--- config.mk ---
export PLATFORM = sky130hd
export DESIGN_NAME = pulse_width_meter
export DESIGN_NICKNAME = d
export VERILOG_FILES = /design/src/rtl/pulse_width_meter_pkg.sv /design/src/rtl/sync_edge_det.sv /design/src/rtl/pulse_width_meter.sv
export SDC_FILE = /design/constraint.sdc
export NUM_CORES = 1
export LEC_CHECK = 0
export ABC_AREA = 1
export CELL_PAD_IN_SITES_DETAIL_PLACEMENT = 0
export CELL_PAD_IN_SITES_GLOBAL_PLACEMENT = 1
export CORE_ASPECT_RATIO = 1.75
export CORE_MARGIN = 2
export CORE_UTILIZATION = 33
export DETAILED_ROUTE_END_ITERATION = 10
export GPL_ROUTABILITY_DRIVEN = 0
export HOLD_SLACK_MARGIN = 0.03
export PLACE_DENSITY_LB_ADDON = 0.1
export SYNTH_ARGS = -nofsm -noshare
export SYNTH_HDL_FRONTEND = slang
export SYNTH_SLANG_ARGS = --single-unit
--- constraint.sdc ---
create_clock -name clk -period 1.7 [get_ports clk]
set_input_delay 0.34 -clock clk [delete_from_list [all_inputs] [get_ports clk]]
set_output_delay 0.34 -clock clk [all_outputs]
set_load 0.02 [all_outputs]
--- src/rtl/pulse_width_meter_pkg.sv ---
// Shared types and constants for the pulse width meter.
package pulse_width_meter_pkg;

    localparam int DEF_CNT_W       = 16;
    localparam int DEF_SYNC_STAGES = 2;

    typedef enum logic [1:0] {
        ST_IDLE,
        ST_ARM,
        ST_HIGH,
        ST_LOW
    } state_e;

    // All-ones value of a w-bit counter (valid for 1 <= w <= 32).
    function automatic logic [31:0] cnt_max(input int w);
        return (32'd1 << w) - 32'd1;
    endfunction

endpackage

--- src/rtl/sync_edge_det.sv ---
// Multi-stage synchronizer for an asynchronous input, followed by a
// one-cycle delay for rise/fall detection. Edges are suppressed until
// both s and its delayed copy hold genuine samples of sig_in, so the
// reset-cleared pipeline never produces a false edge.
module sync_edge_det
    import pulse_width_meter_pkg::*;
#(
    parameter int SYNC_STAGES = DEF_SYNC_STAGES  // must be >= 2
) (
    input  logic clk,
    input  logic rst_n,
    input  logic sig_in,
    output logic s,
    output logic rise,
    output logic fall
);

    logic [SYNC_STAGES-1:0] sync_q, sync_d;
    logic                   s_d_q, s_d_d;
    logic [SYNC_STAGES:0]   fill_q, fill_d;

    // Next-state of the synchronizer chain, delayed copy and fill tracker.
    always_comb begin
        sync_d = {sync_q[SYNC_STAGES-2:0], sig_in};
        s_d_d  = sync_q[SYNC_STAGES-1];
        fill_d = {fill_q[SYNC_STAGES-1:0], 1'b1};
    end

    // Synchronizer registers, cleared by the asynchronous reset.
    always_ff @(posedge clk or negedge rst_n) begin
        if (!rst_n) begin
            sync_q <= '0;
            s_d_q  <= 1'b0;
            fill_q <= '0;
        end else begin
            sync_q <= sync_d;
            s_d_q  <= s_d_d;
            fill_q <= fill_d;
        end
    end

    // Synchronized level and qualified edge strobes.
    always_comb begin
        s    = sync_q[SYNC_STAGES-1];
        rise = fill_q[SYNC_STAGES] &  s & ~s_d_q;
        fall = fill_q[SYNC_STAGES] & ~s &  s_d_q;
    end

endmodule

--- src/rtl/pulse_width_meter.sv ---
// Measures high time, low time and period (in clk cycles) of an
// asynchronous periodic input, rising edge to rising edge, and presents
// each result over a valid/ready handshake.
module pulse_width_meter
    import pulse_width_meter_pkg::*;
#(
    parameter int CNT_W       = DEF_CNT_W,
    parameter int SYNC_STAGES = DEF_SYNC_STAGES
) (
    input  logic             clk,
    input  logic             rst_n,
    input  logic             en,
    input  logic             sig_in,
    output logic             meas_valid,
    input  logic             meas_ready,
    output logic [CNT_W-1:0] high_cnt,
    output logic [CNT_W-1:0] low_cnt,
    output logic [CNT_W:0]   period_cnt,
    output logic             sat,
    output logic             overrun,
    output logic             busy
);

    localparam logic [CNT_W-1:0] CNT_MAX = CNT_W'(cnt_max(CNT_W));
    localparam logic [CNT_W-1:0] CNT_ONE = CNT_W'(1);

    // Saturating increment: holds at the all-ones value.
    function automatic logic [CNT_W-1:0] sat_inc(input logic [CNT_W-1:0] v);
        return (v == CNT_MAX) ? v : v + CNT_ONE;
    endfunction

    logic s, rise, fall;

    sync_edge_det #(
        .SYNC_STAGES (SYNC_STAGES)
    ) u_sync (
        .clk    (clk),
        .rst_n  (rst_n),
        .sig_in (sig_in),
        .s      (s),
        .rise   (rise),
        .fall   (fall)
    );

    state_e           state_q, state_d;
    logic [CNT_W-1:0] hc_q, hc_d;
    logic [CNT_W-1:0] lc_q, lc_d;
    logic             sat_i_q, sat_i_d;
    logic             publish;

    logic             vld_q, vld_d;
    logic [CNT_W-1:0] high_q, high_d;
    logic [CNT_W-1:0] low_q, low_d;
    logic [CNT_W:0]   per_q, per_d;
    logic             sat_q, sat_d;
    logic             ovr_q, ovr_d;

    // FSM next-state and counter update; publish strobes on the closing rise.
    always_comb begin
        state_d = state_q;
        hc_d    = hc_q;
        lc_d    = lc_q;
        sat_i_d = sat_i_q;
        publish = 1'b0;
        case (state_q)
            ST_IDLE: begin
                hc_d    = '0;
                lc_d    = '0;
                sat_i_d = 1'b0;
                if (en) state_d = ST_ARM;
            end
            ST_ARM: begin
                // Wait for a clean rising edge; whatever came before is partial.
                hc_d    = '0;
                lc_d    = '0;
                sat_i_d = 1'b0;
                if (rise) begin
                    state_d = ST_HIGH;
                    hc_d    = CNT_ONE;
                end
            end
            ST_HIGH: begin
                if (fall) begin
                    state_d = ST_LOW;
                    lc_d    = CNT_ONE;
                end else if (s) begin
                    hc_d = sat_inc(hc_q);
                    if (hc_q == CNT_MAX) sat_i_d = 1'b1;
                end
            end
            ST_LOW: begin
                if (rise) begin
                    // Close this period and start the next one in the same cycle.
                    publish = 1'b1;
                    state_d = ST_HIGH;
                    hc_d    = CNT_ONE;
                    lc_d    = '0;
                    sat_i_d = 1'b0;
                end else if (!s) begin
                    lc_d = sat_inc(lc_q);
                    if (lc_q == CNT_MAX) sat_i_d = 1'b1;
                end
            end
            default: state_d = ST_IDLE;
        endcase
        if (!en) begin
            state_d = ST_IDLE;
            hc_d    = '0;
            lc_d    = '0;
            sat_i_d = 1'b0;
            publish = 1'b0;
        end
    end

    // Result registers, handshake and sticky overrun.
    always_comb begin
        vld_d  = vld_q;
        high_d = high_q;
        low_d  = low_q;
        per_d  = per_q;
        sat_d  = sat_q;
        ovr_d  = ovr_q;
        if (vld_q && meas_ready) vld_d = 1'b0;
        if (publish) begin
            if (!vld_q || meas_ready) begin
                vld_d  = 1'b1;
                high_d = hc_q;
                low_d  = lc_q;
                per_d  = {1'b0, hc_q} + {1'b0, lc_q};
                sat_d  = sat_i_q;
            end else begin
                ovr_d = 1'b1;
            end
        end
        if (!en) ovr_d = 1'b0;
    end

    // State, counter and result registers.
    always_ff @(posedge clk or negedge rst_n) begin
        if (!rst_n) begin
            state_q <= ST_IDLE;
            hc_q    <= '0;
            lc_q    <= '0;
            sat_i_q <= 1'b0;
            vld_q   <= 1'b0;
            high_q  <= '0;
            low_q   <= '0;
            per_q   <= '0;
            sat_q   <= 1'b0;
            ovr_q   <= 1'b0;
        end else begin
            state_q <= state_d;
            hc_q    <= hc_d;
            lc_q    <= lc_d;
            sat_i_q <= sat_i_d;
            vld_q   <= vld_d;
            high_q  <= high_d;
            low_q   <= low_d;
            per_q   <= per_d;
            sat_q   <= sat_d;
            ovr_q   <= ovr_d;
        end
    end

    // Output drive.
    always_comb begin
        meas_valid = vld_q;
        high_cnt   = high_q;
        low_cnt    = low_q;
        period_cnt = per_q;
        sat        = sat_q;
        overrun    = ovr_q;
        busy       = (state_q == ST_HIGH) || (state_q == ST_LOW);
    end

endmodule

Word-level counts from Yosys, hierarchy flattened
Cells that the tools add are included.

Register bits after elaboration: 93. Output and inout port bits: 53. Logic and storage cells: 86.

Add/sub/neg operators: 3. Equal/unequal tests: 17. Mux-type cells: 34. Bitwise gates (word level): 6. Reduce and logical (&&, ||, !) cells: 13.

Operators by type and width (number): two-way mux 16 bit (10); one-hot mux 16 bit (4 select lines) (1); one-hot mux 16 bit (3 select lines) (1); adder 16 x 1 -> 16 bit, second input constant (2); == test 16 bit, second input constant (2); adder 16 x 16 -> 17 bit (1); two-way mux 1 bit (17); inequality test 3 bit, second input constant (5); inequality test 4 bit, second input constant (3); two-way mux 2 bit (3); inequality test 3 x 2 -> 1 bit, second input constant (2); one-hot mux 2 bit (3 select lines) (1); AND reduction 2 bit (3); AND reduction 5 bit (1); AND 1 bit (4); == test 2 bit, second input constant (2); AND reduction 4 bit (1); OR reduction 2 bit (2); one-hot mux 1 bit (3 select lines) (1); AND reduction 3 bit (1); == test 2 x 1 -> 1 bit, second input constant (1); logical NOT 2 bit (1); logical OR 1 bit (2); inequality test 2 x 1 -> 1 bit, second input constant (1); 4 further kinds (5).

Longest topological paths before layout
Gate-level depths: netlist of the first run.

Depth after elaboration: 7. Gate-level depth with buffers: 12.

Cells and area by module
From an unflattened synthesis of the first run, not the netlist that was laid out.

Cell total of the unflattened synthesis: 749. Area total of the unflattened synthesis: 5422.7 um^2.

Modules (own cells, without submodules): pulse_width_meter (times used 1, cells each 738, area each 5253.8 um^2, seq. area each 2177.1 um^2); sync_edge_det (times used 1, cells each 11, area each 168.9 um^2, seq. area each 150.1 um^2).

Worst setup path after synthesis of the first run
Ideal clock, no wire load.

Kind: register -> register. From: register lc_q[0]. To: register per_q[8], in the netlist period_cnt[8]. Library setup time: 126 ps. Arrival: 1631 ps. Required time: 1574 ps. Slack: -57 ps. Stages on the path, launching flop included: 12. Cells stage by stage: dfrtp_1 ha_1 inv_1 fa_1 inv_1 nand3_1 nand3_1 nand2_1 nand3_1 nand2_1 nand2_1 o21ai_0.

Cells in the longest elaborated chain, start to end: 1.

Ends and longest elaborated chain: from (decl) (RTL line pulse_width_meter.sv:47) `logic [CNT_W-1:0] lc_q, lc_d;`; from (signal assigned) (RTL line pulse_width_meter.sv:154) `lc_q <= lc_d;`; adder 16 x 16 -> 17 bit (RTL line pulse_width_meter.sv:129) `per_d = {1'b0, hc_q} + {1'b0, lc_q};`; to (signal assigned) (RTL line pulse_width_meter.sv:159) `per_q <= per_d;`; to (decl) (RTL line pulse_width_meter.sv:54) `logic [CNT_W:0] per_q, per_d;`.

Every way passes these cells. A chain may end at the register's enable or synchronous reset.

Worst setup path after layout of the first run
From: register hc_q[0]. To: register hc_q[2].

Cells in the longest elaborated chain, start to end: 6. Elaborated cells on any way between the ends: 9.

Ends and longest elaborated chain: from (decl) (RTL line pulse_width_meter.sv:46) `logic [CNT_W-1:0] hc_q, hc_d;`; from (signal assigned) (RTL line pulse_width_meter.sv:142) `hc_q <= '0;`; from (signal assigned) (RTL line pulse_width_meter.sv:153) `hc_q <= hc_d;`; adder 16 x 1 -> 16 bit (RTL line pulse_width_meter.sv:29) `return (v == CNT_MAX) ? v : v + CNT_ONE;`; two-way mux 16 bit (RTL line pulse_width_meter.sv:29); two-way mux 16 bit (RTL line pulse_width_meter.sv:86) `end else if (s) begin`; two-way mux 16 bit (RTL line pulse_width_meter.sv:83) `if (fall) begin`; one-hot mux 16 bit (4 select lines) (RTL line pulse_width_meter.sv:65) `case (state_q)`; two-way mux 16 bit (RTL line pulse_width_meter.sv:106) `if (!en) begin`.

Parallel ways exist; a longest one is shown, timed or not. The select of a mux whose other input is x is not followed.

==> impl_metrics.py, run 1 <==
metrics = {
    "status": {
        "status": "completed",
    },
    "sta": {
        "final-hold-violation-count": 0,
        "rsz0062_at_grt": "yes",
        "setup_viol": 0,
        "drv_slew": 0,
        "fmax_ghz": 0.591,
        "clock_skew_ns": 0.00781,
        "post-route-period-util_pct": 99.6,
        "period_minus_slack_ns": 1.69,
    },
    "clock_network": {
        "clk_latency_ns": 0.34,
        "path_clk_slew_ns": 0.07,
        "htreeDepth": 3,
        "cts_tree": "built",
        "cts_num_sinks": 93,
        "cts_buffers": 9,
        "cts.path.max_buffers": 2,
        "ctsRootBufferMaster": "clkbuf_16",
    },
    "finish": {
        "num_antenna_cells": 0,
        "layout_commonest_cell": "nand2_1",
        "final_cell_mix": "237 x nand2_1, 88 x inv_1, 86 x buf_4",
        "final_nets": 920,
        "finish.instance_area_sq_um": 7760,
        "area_growth_pct": 43.3,
        "final_cell_count_no_fill": 1093,
        "drive_gt1_share_pct": 25.4,
    },
    "grt": {
        "grt_pass1_vias": 5345,
        "grt_usage_pct": 20.0,
        "grt_max_degree": 49,
        "grt_pass1_wl_um": 26900,
        "gr-total-overflow": 0,
        "antenna_found_initial": 0,
    },
    "floorplan": {
        "die_w_um": 101,
        "core_sq_um": 16200,
        "initial_core_util_pct": 33.4,
        "fp-row-count": 62,
        "die_y_um": 174,
        "num_io_pins": 58,
        "die_area_sq_um": 17500,
    },
    "synthesis": {
        "avgSynthCellArea_sq_um": 7.32,
        "ys_types": 35,
        "synth_warnings": 0,
        "ys_ff_latch": 93,
        "synth_nets": 764,
        "ys.flop_type": "dfrtp_1",
        "netlist_instances": 740,
        "async_flop_share_pct": 100,
        "synth_edf_count": 0,
        "ys_seq_area_share_pct": 42.9,
        "syn-cell-area_sq_um": 5420,
    },
    "detailed_routing": {
        "drt_iter0_drc": 188,
        "wirelength_um": 17200,
        "detail-route-antenna-nets": 0,
        "drc": 0,
        "dr.pass1.iters": 6,
        "post_drt_wl_per_cell_um": 15.7,
        "dr_total_vias": 5299,
        "viasPerCell": 4.85,
    },
    "placement": {
        "placed_cell_area_sq_um": 6860,
        "dp_hpwl_um": 13200,
        "numPlacedInstances": 1065,
        "io_buffer_count": 57,
    },
    "min_path": {
        "hp-class": "input pin to flip-flop",
    },
    "power_and_ir_drop": {
        "p_leak_nw": 3.76,
        "power_density_nw_per_um2": 603,
        "ir_drop_v": 0.000456,
    },
    "worst_setup_path": {
        "cp_data_required_time_ns": 1.92,
        "worstPathMaxFanout": 8,
        "cp.arrival_ns": 1.91,
        "worstSetupPathType": "flip-flop to flip-flop",
        "cp-start-kind": "flip-flop",
        "end_kind": "flip-flop",
    },
    "job": {
        "cap_violations": 0,
    },
}
==> sequential cells by signal, summed over array words and instances (netlist names) <==
register / cells
sat: 1
period_cnt: 17
u_sync.s_d_q: 1
hc_q: 16
overrun: 1
u_sync.fill_q: 3
meas_valid: 1
high_cnt: 16
sat_i_q: 1
low_cnt: 16
u_sync.sync_q: 2
lc_q: 16
state_q: 2
==> repair_timing <==
action,4_1_cts,5_1_grt
hold buffers,1,0
gates cloned,0,2
buffers inserted,3,8
gates resized for setup,21,94
endpoints found under the setup margin,42,50
hold endpoints to repair,29,0
pin swaps,3,17
==> per-layer routing <==
metal	wire, um	vias up	share of wire, %	track usage, %
met5	0	-	0	0
met4	669	0	3.9	9.59
met3	498	27	2.9	2.38
met2	9670	105	56	37.4
met1	6350	2480	37	21.6
li1	-	2687	-	-
==> layout make-up <==
| cell class | count | area, sq um |
|---|---|---|
| Clock inverter | 6 | 93.8 |
| Clock buffer | 10 | 239 |
| Timing Repair Buffer | 159 | 1450 |
| Inverter | 101 | 387 |
| Fill cell | 1619 | 8450 |
| Tap cell | 192 | 240 |
| Multi-Input combinational cell | 532 | 3020 |
| Sequential cell | 93 | 2340 |
==> metrics by stage <==
step | util, % | setup WS [ns] | hold WS (ns) | total power, mW | setup TNS (ns)
final | 47.9 | 0.00752 | 0.329 | 4.68 | 0
after global routing | 47.9 | -0.126 | 0.349 | 4.84 | -1.57
after CTS | 45.3 | 0.000344 | 0.350 | 4.76 | 0
after detailed placement | 42.3 | -0.303 | 0.166 | 2.43 | -15.37
after global placement | 42.3 | -0.229 | 0.166 | 2.43 | -11.52
after floorplan | - | 0.0382 | 0.0444 | 2.32 | 0
==> worst max-delay path, cell delays in order, from the launching register on <==
cell	delay, ns
dfrtp_2	0.44
buf_6	0.13
ha_4	0.15
nand3_4	0.07
nor2_4	0.09
nand4_1	0.20
buf_4	0.21
nor2_4	0.09
nor2_4	0.08
nand2_1	0.06
o21ai_1	0.07
==> power by group <==
part	switching [mW]	internal [mW]	leakage, nW
clock network	0.945	1.34	0.159
logic	0.107	0.0529	2.33
registers	0.0116	2.22	1.27
==> worst paths after layout <==
check                      slack [ns]          endpoint             start  cells past startpoint
max                             0.008           hc_q[2]           hc_q[0]                     10
min                              0.33           overrun                en                      3
max reg2reg                     0.008           hc_q[2]           hc_q[0]                     10
min reg2reg                      0.35  u_sync.sync_q[1]  u_sync.sync_q[0]                      0
max in group asynchronous        0.78     period_cnt[0]             rst_n                      3
min in group asynchronous        0.35           hc_q[8]             rst_n                      2
==> logic make-up after synthesis <==
| logic type | count (synthesis) | share of synthesized area (%) |
|---|---|---|
| and+or+nand+nor | 414 | 32.8 |
| buffers and inverters | 117 | 9.12 |
| DFF | 93 | 42.9 |
| AOI/OAI and AO/OA | 88 | 9.24 |
| adders and majority gates | 19 | 4.53 |
| xor gates and xnor gates | 8 | 1.29 |
| other | 1 | 0.0692 |
==> synthesized netlist by cell type, types with 2 or more instances <==
cell / number / area, sq um
dfrtp_1: 93 / 2330
ha_1: 18 / 225
nand3_2: 5 / 50.1
nand4_1: 20 / 125
o21ai_1: 42 / 210
o21ai_0: 20 / 100
inv_2: 9 / 33.8
nand3_1: 61 / 305
nor2_2: 3 / 18.8
xor2_1: 5 / 43.8
a21oi_1: 10 / 50.1
buf_2: 2 / 10.0
nor2_1: 49 / 184
clkbuf_1: 5 / 18.8
or2_2: 2 / 12.5
nand2_2: 3 / 18.8
inv_1: 91 / 342
buf_4: 2 / 15.0
nor4_1: 3 / 18.8
nor3_1: 11 / 55.1
xnor2_1: 3 / 26.3
nand3b_1: 2 / 15.0
buf_6: 6 / 67.6
nand2_1: 252 / 946
o21ai_2: 13 / 114
(Power assumes the default switching activity.)
==> run 2: changes to the inputs <==
--- a/config.mk
+++ b/config.mk
@@ -11,6 +11,7 @@
 export CORE_ASPECT_RATIO = 1.75
 export CORE_MARGIN = 2
 export CORE_UTILIZATION = 33
+export CTS_CLUSTER_DIAMETER = 80
 export DETAILED_ROUTE_END_ITERATION = 10
 export GPL_ROUTABILITY_DRIVEN = 0
 export HOLD_SLACK_MARGIN = 0.03
==> results of run 2 <==
Final layout, timing and power as in run 1 (identical DEF).
